File: config.mk
export PLATFORM = sky130hd
export DESIGN_NAME = wb_sram_responder
export DESIGN_NICKNAME = d
export VERILOG_FILES = /design/src/rtl/wb_sram_pkg.sv /design/src/rtl/wb_sram_responder.sv
export SDC_FILE = /design/constraint.sdc
export NUM_CORES = 1
export LEC_CHECK = 0
export CORE_ASPECT_RATIO = 1.1
export CORE_MARGIN = 2
export CORE_UTILIZATION = 46
export CTS_CLUSTER_SIZE = 10
export DETAILED_ROUTE_END_ITERATION = 16
export GPL_TIMING_DRIVEN = 0
export PLACE_DENSITY = 0.91
export RECOVER_POWER = 50
export SLEW_MARGIN = 10
export SYNTH_ARGS = -nofsm -noshare
export SYNTH_HDL_FRONTEND = slang
export SYNTH_SLANG_ARGS = --single-unit
export TNS_END_PERCENT = 100
File: constraint.sdc
create_clock -name clock_i -period 3.6 [get_ports clock_i]
set_input_delay 0.72 -clock clock_i [delete_from_list [all_inputs] [get_ports clock_i]]
set_output_delay 0.72 -clock clock_i [all_outputs]
set_load 0.05 [all_outputs]
File: src/rtl/wb_sram_pkg.sv
`default_nettype none
`timescale 1ns/1ps
// ============================================================================
//  Module  : wb_sram_pkg
//  Purpose : Shared types and defaults for the Wishbone-to-async-SRAM
//            responder (state encoding, default widths, access timing and
//            counter-width helper).
//  Ports   : none (package)
//  Revision: 1.0  initial release
// ============================================================================
package wb_sram_pkg;

   localparam int ADDR_WIDTH_DEF     = 18;
   localparam int DATA_WIDTH_DEF     = 8;
   localparam int ACCESS_CYCLES_DEF  = 4;
   localparam int TIMEOUT_CYCLES_DEF = 255;

   // Bits needed for a down/up counter spanning 0..n-1 (never less than 1).
   function automatic int cnt_width(input int n);
      return (n <= 2) ? 1 : $clog2(n);
   endfunction

   typedef enum logic [2:0] {
      ST_IDLE       = 3'd0,
      ST_WAIT_GRANT = 3'd1,
      ST_ACCESS     = 3'd2,
      ST_ACK        = 3'd3,
      ST_DONE       = 3'd4
   } state_e;

endpackage : wb_sram_pkg
`default_nettype wire

File: src/rtl/wb_sram_responder.sv
`default_nettype none
`timescale 1ns/1ps
// ============================================================================
//  Module  : wb_sram_responder
//  Purpose : Completes Wishbone-style cycles against an external async SRAM.
//            Latches the cycle, requests an SRAM slot from the arbiter, runs
//            a fixed-length timed read or write once granted, returns read
//            data and pulses ack once per cycle.
//  Ports   : clock_i/reset_i      - clock, async active-high reset
//            wb_*                 - initiator side (addr/data/we/cycle in,
//                                   data/ack out), err_o timeout flag
//            ram_req_o/grant_i    - arbiter handshake
//            ram_*                - SRAM pins (tristate buffer lives in top)
//  Options : WB_SRAM_RESPONDER_TIMEOUT_EN - abandon a grant wait after
//            TIMEOUT_CYCLES clocks with an error ack (data all ones).
//  Revision: 1.0  initial release
// ============================================================================
module wb_sram_responder
   import wb_sram_pkg::*;
#(
   parameter int ADDR_WIDTH     = ADDR_WIDTH_DEF,
   parameter int DATA_WIDTH     = DATA_WIDTH_DEF,
   parameter int ACCESS_CYCLES  = ACCESS_CYCLES_DEF,
   parameter int TIMEOUT_CYCLES = TIMEOUT_CYCLES_DEF
)(
   input  logic                  clock_i,
   input  logic                  reset_i,
   input  logic [ADDR_WIDTH-1:0] wb_addr_i,
   input  logic [DATA_WIDTH-1:0] wb_data_i,
   input  logic                  wb_we_i,
   input  logic                  wb_cycle_i,
   output logic [DATA_WIDTH-1:0] wb_data_o,
   output logic                  wb_ack_o,
   output logic                  err_o,
   output logic                  ram_req_o,
   input  logic                  ram_grant_i,
   output logic [ADDR_WIDTH-1:0] ram_addr_o,
   output logic [DATA_WIDTH-1:0] ram_data_o,
   output logic                  ram_data_oe_o,
   input  logic [DATA_WIDTH-1:0] ram_data_i,
   output logic                  ram_we_no,
   output logic                  ram_oe_no
);

   localparam int               CNT_W    = cnt_width(ACCESS_CYCLES);
   localparam logic [CNT_W-1:0] CNT_LOAD = CNT_W'(ACCESS_CYCLES - 1);
   localparam logic [CNT_W-1:0] CNT_ONE  = CNT_W'(1);

   state_e                  state_q, state_d;
   logic [ADDR_WIDTH-1:0]   addr_q, addr_d;
   logic [DATA_WIDTH-1:0]   wdata_q, wdata_d;
   logic                    we_q, we_d;
   logic [CNT_W-1:0]        acc_cnt_q, acc_cnt_d;
   logic                    drop_q, drop_d;     // initiator abandoned the cycle mid-access
   logic                    req_q, req_d;
   logic                    ack_q, ack_d;
   logic [DATA_WIDTH-1:0]   rdata_q, rdata_d;
   logic                    ram_we_n_q, ram_we_n_d;
   logic                    ram_oe_n_q, ram_oe_n_d;
   logic                    data_oe_q, data_oe_d;

`ifdef WB_SRAM_RESPONDER_TIMEOUT_EN
   localparam int               TMO_W    = cnt_width(TIMEOUT_CYCLES);
   localparam logic [TMO_W-1:0] TMO_LAST = TMO_W'(TIMEOUT_CYCLES - 1);
   localparam logic [TMO_W-1:0] TMO_ONE  = TMO_W'(1);

   logic [TMO_W-1:0] tmo_cnt_q, tmo_cnt_d;
   logic             err_q, err_d;
`endif

   always_comb begin
      state_d    = state_q;
      addr_d     = addr_q;
      wdata_d    = wdata_q;
      we_d       = we_q;
      acc_cnt_d  = acc_cnt_q;
      drop_d     = drop_q;
      req_d      = req_q;
      ack_d      = 1'b0;
      rdata_d    = rdata_q;
      ram_we_n_d = ram_we_n_q;
      ram_oe_n_d = ram_oe_n_q;
      data_oe_d  = data_oe_q;
`ifdef WB_SRAM_RESPONDER_TIMEOUT_EN
      tmo_cnt_d  = tmo_cnt_q;
      err_d      = 1'b0;
`endif

      case (state_q)
         ST_IDLE: begin
            if (wb_cycle_i) begin
               addr_d  = wb_addr_i;
               wdata_d = wb_data_i;
               we_d    = wb_we_i;
               req_d   = 1'b1;
               state_d = ST_WAIT_GRANT;
`ifdef WB_SRAM_RESPONDER_TIMEOUT_EN
               tmo_cnt_d = '0;
`endif
            end
         end

         ST_WAIT_GRANT: begin
            // Grant beats a simultaneous cycle drop: the slot is already
            // committed, so the access runs but will not be acknowledged.
            if (ram_grant_i) begin
               state_d   = ST_ACCESS;
               req_d     = 1'b0;
               acc_cnt_d = CNT_LOAD;
               drop_d    = ~wb_cycle_i;
               if (we_q) begin
                  ram_we_n_d = 1'b0;
                  data_oe_d  = 1'b1;
               end else begin
                  ram_oe_n_d = 1'b0;
               end
            end else if (!wb_cycle_i) begin
               state_d = ST_IDLE;
               req_d   = 1'b0;
`ifdef WB_SRAM_RESPONDER_TIMEOUT_EN
               tmo_cnt_d = '0;
            end else if (tmo_cnt_q == TMO_LAST) begin
               state_d = ST_ACK;
               req_d   = 1'b0;
               ack_d   = 1'b1;
               err_d   = 1'b1;
               rdata_d = '1;
            end else begin
               tmo_cnt_d = tmo_cnt_q + TMO_ONE;
`endif
            end
         end

         ST_ACCESS: begin
            if (!wb_cycle_i) begin
               drop_d = 1'b1;
            end
            if (acc_cnt_q == '0) begin
               // Final access clock: release the bus and capture read data.
               ram_we_n_d = 1'b1;
               ram_oe_n_d = 1'b1;
               data_oe_d  = 1'b0;
               if (!we_q) begin
                  rdata_d = ram_data_i;
               end
               if (drop_q || !wb_cycle_i) begin
                  state_d = ST_DONE;
               end else begin
                  state_d = ST_ACK;
                  ack_d   = 1'b1;
               end
            end else begin
               acc_cnt_d = acc_cnt_q - CNT_ONE;
               // we_n rises one clock before the data is released (hold time).
               if (acc_cnt_q == CNT_ONE) begin
                  ram_we_n_d = 1'b1;
               end
            end
         end

         ST_ACK: begin
            state_d = ST_DONE;
         end

         ST_DONE: begin
            // Holding off here until the initiator drops the cycle keeps a
            // still-asserted cycle from being serviced a second time.
            if (!wb_cycle_i) begin
               state_d = ST_IDLE;
            end
         end

         default: begin
            state_d = ST_IDLE;
         end
      endcase
   end

   always_ff @(posedge clock_i or posedge reset_i) begin
      if (reset_i) begin
         state_q    <= ST_IDLE;
         addr_q     <= '0;
         wdata_q    <= '0;
         we_q       <= 1'b0;
         acc_cnt_q  <= '0;
         drop_q     <= 1'b0;
         req_q      <= 1'b0;
         ack_q      <= 1'b0;
         rdata_q    <= '0;
         ram_we_n_q <= 1'b1;
         ram_oe_n_q <= 1'b1;
         data_oe_q  <= 1'b0;
      end else begin
         state_q    <= state_d;
         addr_q     <= addr_d;
         wdata_q    <= wdata_d;
         we_q       <= we_d;
         acc_cnt_q  <= acc_cnt_d;
         drop_q     <= drop_d;
         req_q      <= req_d;
         ack_q      <= ack_d;
         rdata_q    <= rdata_d;
         ram_we_n_q <= ram_we_n_d;
         ram_oe_n_q <= ram_oe_n_d;
         data_oe_q  <= data_oe_d;
      end
   end

`ifdef WB_SRAM_RESPONDER_TIMEOUT_EN
   always_ff @(posedge clock_i or posedge reset_i) begin
      if (reset_i) begin
         tmo_cnt_q <= '0;
         err_q     <= 1'b0;
      end else begin
         tmo_cnt_q <= tmo_cnt_d;
         err_q     <= err_d;
      end
   end

   assign err_o = err_q;
`else
   logic unused_timeout;
   assign unused_timeout = (TIMEOUT_CYCLES != 0);
   assign err_o          = 1'b0;
`endif

   assign wb_data_o     = rdata_q;
   assign wb_ack_o      = ack_q;
   assign ram_req_o     = req_q;
   assign ram_addr_o    = addr_q;
   assign ram_data_o    = wdata_q;
   assign ram_data_oe_o = data_oe_q;
   assign ram_we_no     = ram_we_n_q;
   assign ram_oe_no     = ram_oe_n_q;

endmodule : wb_sram_responder
`default_nettype wire

* After elaboration in Yosys (flattened, before gate mapping)
Index checks and enable logic that the tools add are counted.
Word-level totals: register bits after elaboration 46, bits of input ports 39, output and inout port bits 40, logic and storage cells 76
Cells by class: add/sub/neg operators 1, equality and inequality tests 14, muxes and demuxes 32, bitwise logic cells 2, reduce and logical (&&, ||, !) cells 15
Operators with widths (number):
- two-way mux 1 bit | 18
- two-way mux 3 bit | 5
- one-hot mux 3 bit (5 select lines) | 1
- inequality test 2 bit, second input constant | 7
- AND reduction 3 bit | 4
- AND reduction 4 bit | 3
- one-hot mux 1 bit (2 select lines) | 5
- equality test 3 x 2 -> 1 bit, second input constant | 2
- inequality test 3 bit, second input constant | 2
- two-way mux 2 bit | 2
- one-hot mux 2 bit (2 select lines) | 1
- AND reduction 2 bit | 2
- nonzero test 2 bit | 2
- equality test 3 x 1 -> 1 bit, second input constant | 1
- equality test 3 bit, second input constant | 1
- logical NOT 3 bit | 1
- equality test 2 x 1 -> 1 bit, second input constant | 1
- logical NOT 2 bit | 1
- NOT 1 bit | 2
- subtractor 2 x 1 -> 2 bit, second input constant | 1
- logical NOT 1 bit | 1
- logical OR 1 bit | 1

* Longest topological paths before layout
depth in word-level cells 5, depth in mapped cells 5, depth with buffers taken out 5

* Least setup slack after synthesis
OpenSTA, ideal clock, no wires.
path type input port to flip-flop, from input wb_cycle_i, to register addr_q[0] (netlist: ram_addr_o[0]), library setup time 0.125 ns, data arrival time 1.615 ns, required time 3.475 ns, slack 1.861 ns, stages on the path 4, buffers on the path 1, cell sequence nand2b_2 nor3_4 buf_6 mux2_2
Between the ends: cells in the longest elaborated chain, start to end 1
Ends and longest elaborated chain:
- start, declared | RTL line wb_sram_responder.sv:31 | input logic wb_cycle_i,
- AND reduction 2 bit (no line)
- end signal, assigned | RTL line wb_sram_responder.sv:195 | addr_q <= addr_d;
- end, declared | RTL line wb_sram_responder.sv:50 | logic [ADDR_WIDTH-1:0] addr_q, addr_d;
Every way passes these cells. A chain may end at the register's enable or synchronous reset.

* Final worst setup path
from register ram_we_n_q (netlist: ram_we_no), to output ram_we_no
RTL lines:
- start, declared | RTL line wb_sram_responder.sv:58 | logic ram_we_n_q, ram_we_n_d;
- start signal, assigned | RTL line wb_sram_responder.sv:203 | ram_we_n_q <= ram_we_n_d;
- end, declared | RTL line wb_sram_responder.sv:41 | output logic ram_we_no,
No word-level cell between the ends.

==> flow_metrics.py <==
metrics = {
    "outcome": {
        "status": "finished, final reports clean",
    },
    "timing": {
        "fmax_mhz": 425,
        "skew_ps": 4.10,
        "setup_violations": 0,
        "slew_viol_final": 0,
        "worst_pin_slew_ps": 679,
        "timing.hold.ws_ps": 475,
        "post-route-period-util_pct": 65.4,
        "fin_crit_ps": 2350,
        "hold_viol": 0,
        "slew-limit-headroom_pct": 54.6,
        "setup_tns_ps": 0,
        "worst_slack_ps": 1250,
        "rsz0062_at_grt": "no",
    },
    "synthesis": {
        "synth.most_common_cell": "dfrtp_1",
        "synthTopCellsByArea": "dfrtp_1 57%, mux2_2 20%, dfstp_2 2.7%",
        "yosys.area.top_type": "dfrtp_1",
        "synth_cell_types": 34,
        "synth_edf_count": 0,
        "ys_seq_area_share_pct": 59.8,
        "synth_seq_cells": 46,
        "synth.avg_cell_area_um2": 14.1,
        "yosys_warnings": 0,
        "syn_inst": 137,
        "synth.top_cell.area_share_pct": 57.1,
        "ys.flop_type": "dfrtp_1",
        "syn_nets": 178,
        "ys_top_cells_by_count": "44 x dfrtp_1, 35 x mux2_2, 8 x a21oi_1",
        "synthesis.area_mm2": 0.00193,
        "async_flop_share_pct": 100,
    },
    "worst_setup_path": {
        "crit_path_start_kind": "flop",
        "setup.worst_path.end_class": "primary output",
        "required_ps": 2880,
        "worstReg2RegStart": "acc_cnt_q[0]",
        "critPathLaunch": "ram_we_no",
        "critPathKind": "flop to primary output",
        "slowest_delay_ps": 790,
        "crit_fanout": 3,
        "cp_data_arrival_time_ps": 1630,
        "critPathBufInv": 1,
        "cp_top_family": "buffers and inverters",
        "worstPathCellList": "clkdlybuf4s50_1",
        "cp_slowest_cell": "clkdlybuf4s50_1",
    },
    "floorplanning": {
        "fp.dieArea_mm2": 0.00473,
        "initial_core_util_pct": 48.3,
        "core_area_mm2": 0.00399,
        "num_io_pins": 79,
        "fp.dieH_um": 71.9,
        "placementRows": 24,
        "die_w_um": 65.8,
    },
    "detailed_routing": {
        "avgViaCountPerCell": 5.07,
        "drc": 0,
        "routed_wl_mm": 4.15,
        "drt-initial-drc-count": 33,
        "ant_nets": 0,
        "vias": 1393,
        "first_pass_iters": 4,
        "wl_per_cell_um": 15.1,
    },
    "power_and_ir_drop": {
        "leakagePower_nw": 1.21,
        "power.density_mw_per_mm2": 1040,
        "ir_worst_vdd_mv": 0.714,
    },
    "cts": {
        "clockBufferDepth": 2,
        "post_cts_buffers": 0,
        "cts_tree": "done",
        "ctsHoldBuffers": 0,
        "insertion_delay_ps": 290,
        "numCtsBuffers": 5,
        "cts.htree.levels": 2,
        "cts.sinks": 46,
        "cts_resized": 0,
        "path_clk_slew_ps": 80,
        "clock-root-buffer": "clkbuf_8",
    },
    "cells_and_area": {
        "final_layout_size_suffix_gt1_share_pct": 24.7,
        "finalNetCount": 263,
        "diodes": 0,
        "multiInputGateArea_um2": 712,
        "syn2layout_area_growth_pct": 49.9,
        "num-fill-cells": 267,
        "ff_latch_area_mm2": 0.00115,
    },
    "place": {
        "portBuffers": 77,
        "pre_cts_ws_ps": 1040,
        "dp_hpwl_mm": 3.18,
        "place.gp.congestion": 0.782,
    },
    "global_routing": {
        "grt_usage_pct": 19.3,
        "grt_pass1_vias": 1533,
        "grt_overflow": 0,
        "antenna_found_initial": 0,
        "grt_max_degree": 37,
        "grt_pass1_wl_mm": 6.99,
    },
    "worst_hold_path": {
        "hold_class": "flop to flop",
        "min_from": "ram_we_no",
    },
    "run": {
        "cap_violations": 0,
    },
}
==> report_power, final <==
group | switching, W | internal (W)
sequential | 0.000143 | 0.000759
clock | 0.000167 | 0.000207
combinational | 0.00105 | 0.000679
==> layout make-up <==
cell class,count,share of cell area (%)
clock buffer,6,2.51
clock inverter,2,1.30
tap,52,2.25
timing repair buffer,78,27.3
sequential,46,39.9
inverter,5,0.649
multi-input combinational,80,24.6
buffer,6,1.47
==> sequential cells by signal, summed over array words and instances, names as in the netlist <==
name and count:
ram_addr_o 18, ram_data_o 8, wb_data_o 8, state_q 3, acc_cnt_q 2, drop_q 1
ram_data_oe_o 1, ram_oe_no 1, ram_req_o 1, ram_we_no 1, wb_ack_o 1, we_q 1
==> per-stage QoR <==
stage / cell area [um^2] / utilization (%) / total power [W] / instances
after floorplan: 1930 / - / 0.00208 / 137
after global placement: 2770 / 69.2 / 0.00260 / 266
after detailed placement: 2790 / 69.7 / 0.00265 / 267
after CTS: 2900 / 72.5 / 0.00303 / 275
after global routing: 2890 / 72.4 / 0.00315 / 275
final: 2890 / 72.4 / 0.00300 / 275
==> layout by cell type, fill, tap and decap left out, types with 2 or more instances in the layout <==
cell / instances
nor2b_1: 3
clkdlybuf4s50_1: 74
nand2_1: 4
dfrtp_1: 44
o21ai_0: 2
buf_6: 2
dfstp_2: 2
clkbuf_8: 5
nand2b_1: 2
nor2_1: 4
clkbuf_1: 3
dlygate4sd3_1: 3
a21oi_1: 8
mux2_2: 35
nand4bb_1: 2
ha_1: 2
nor3_1: 2
inv_1: 5
==> cell families (layout without fill, tap and decap cells) <==
logic type	count (synthesis)	after routing	synth area share (%)
buf+inv	11	97	3.18
mux	35	35	20.4
fa+ha+maj	2	2	1.30
other cells	1	1	0.194
flops	46	46	59.8
compound gates	19	19	6.55
simple gates	23	23	8.56
==> layer usage <==
layer  routed length, um  vias up  GRT usage [%]  part of all wire, %
met5                   0        -              0                    0
met4                  48        0           6.25                  1.2
met3                 345        6           7.44                  8.3
met2                2110       46           31.0                   51
met1                1650      694           24.2                   40
li1                    -      647              -                    -
==> worst paths after layout <==
path	endpoint	slack (ps)	cells after the start
max	ram_we_no	1250	1
min	ram_we_no	470	2
max reg2reg	wb_data_o[3]	1480	5
min reg2reg	ram_we_no	470	2
max in group asynchronous	ram_oe_no	2110	3
min in group asynchronous	ram_addr_o[7]	880	2
Power figures use the tool's default switching activity.
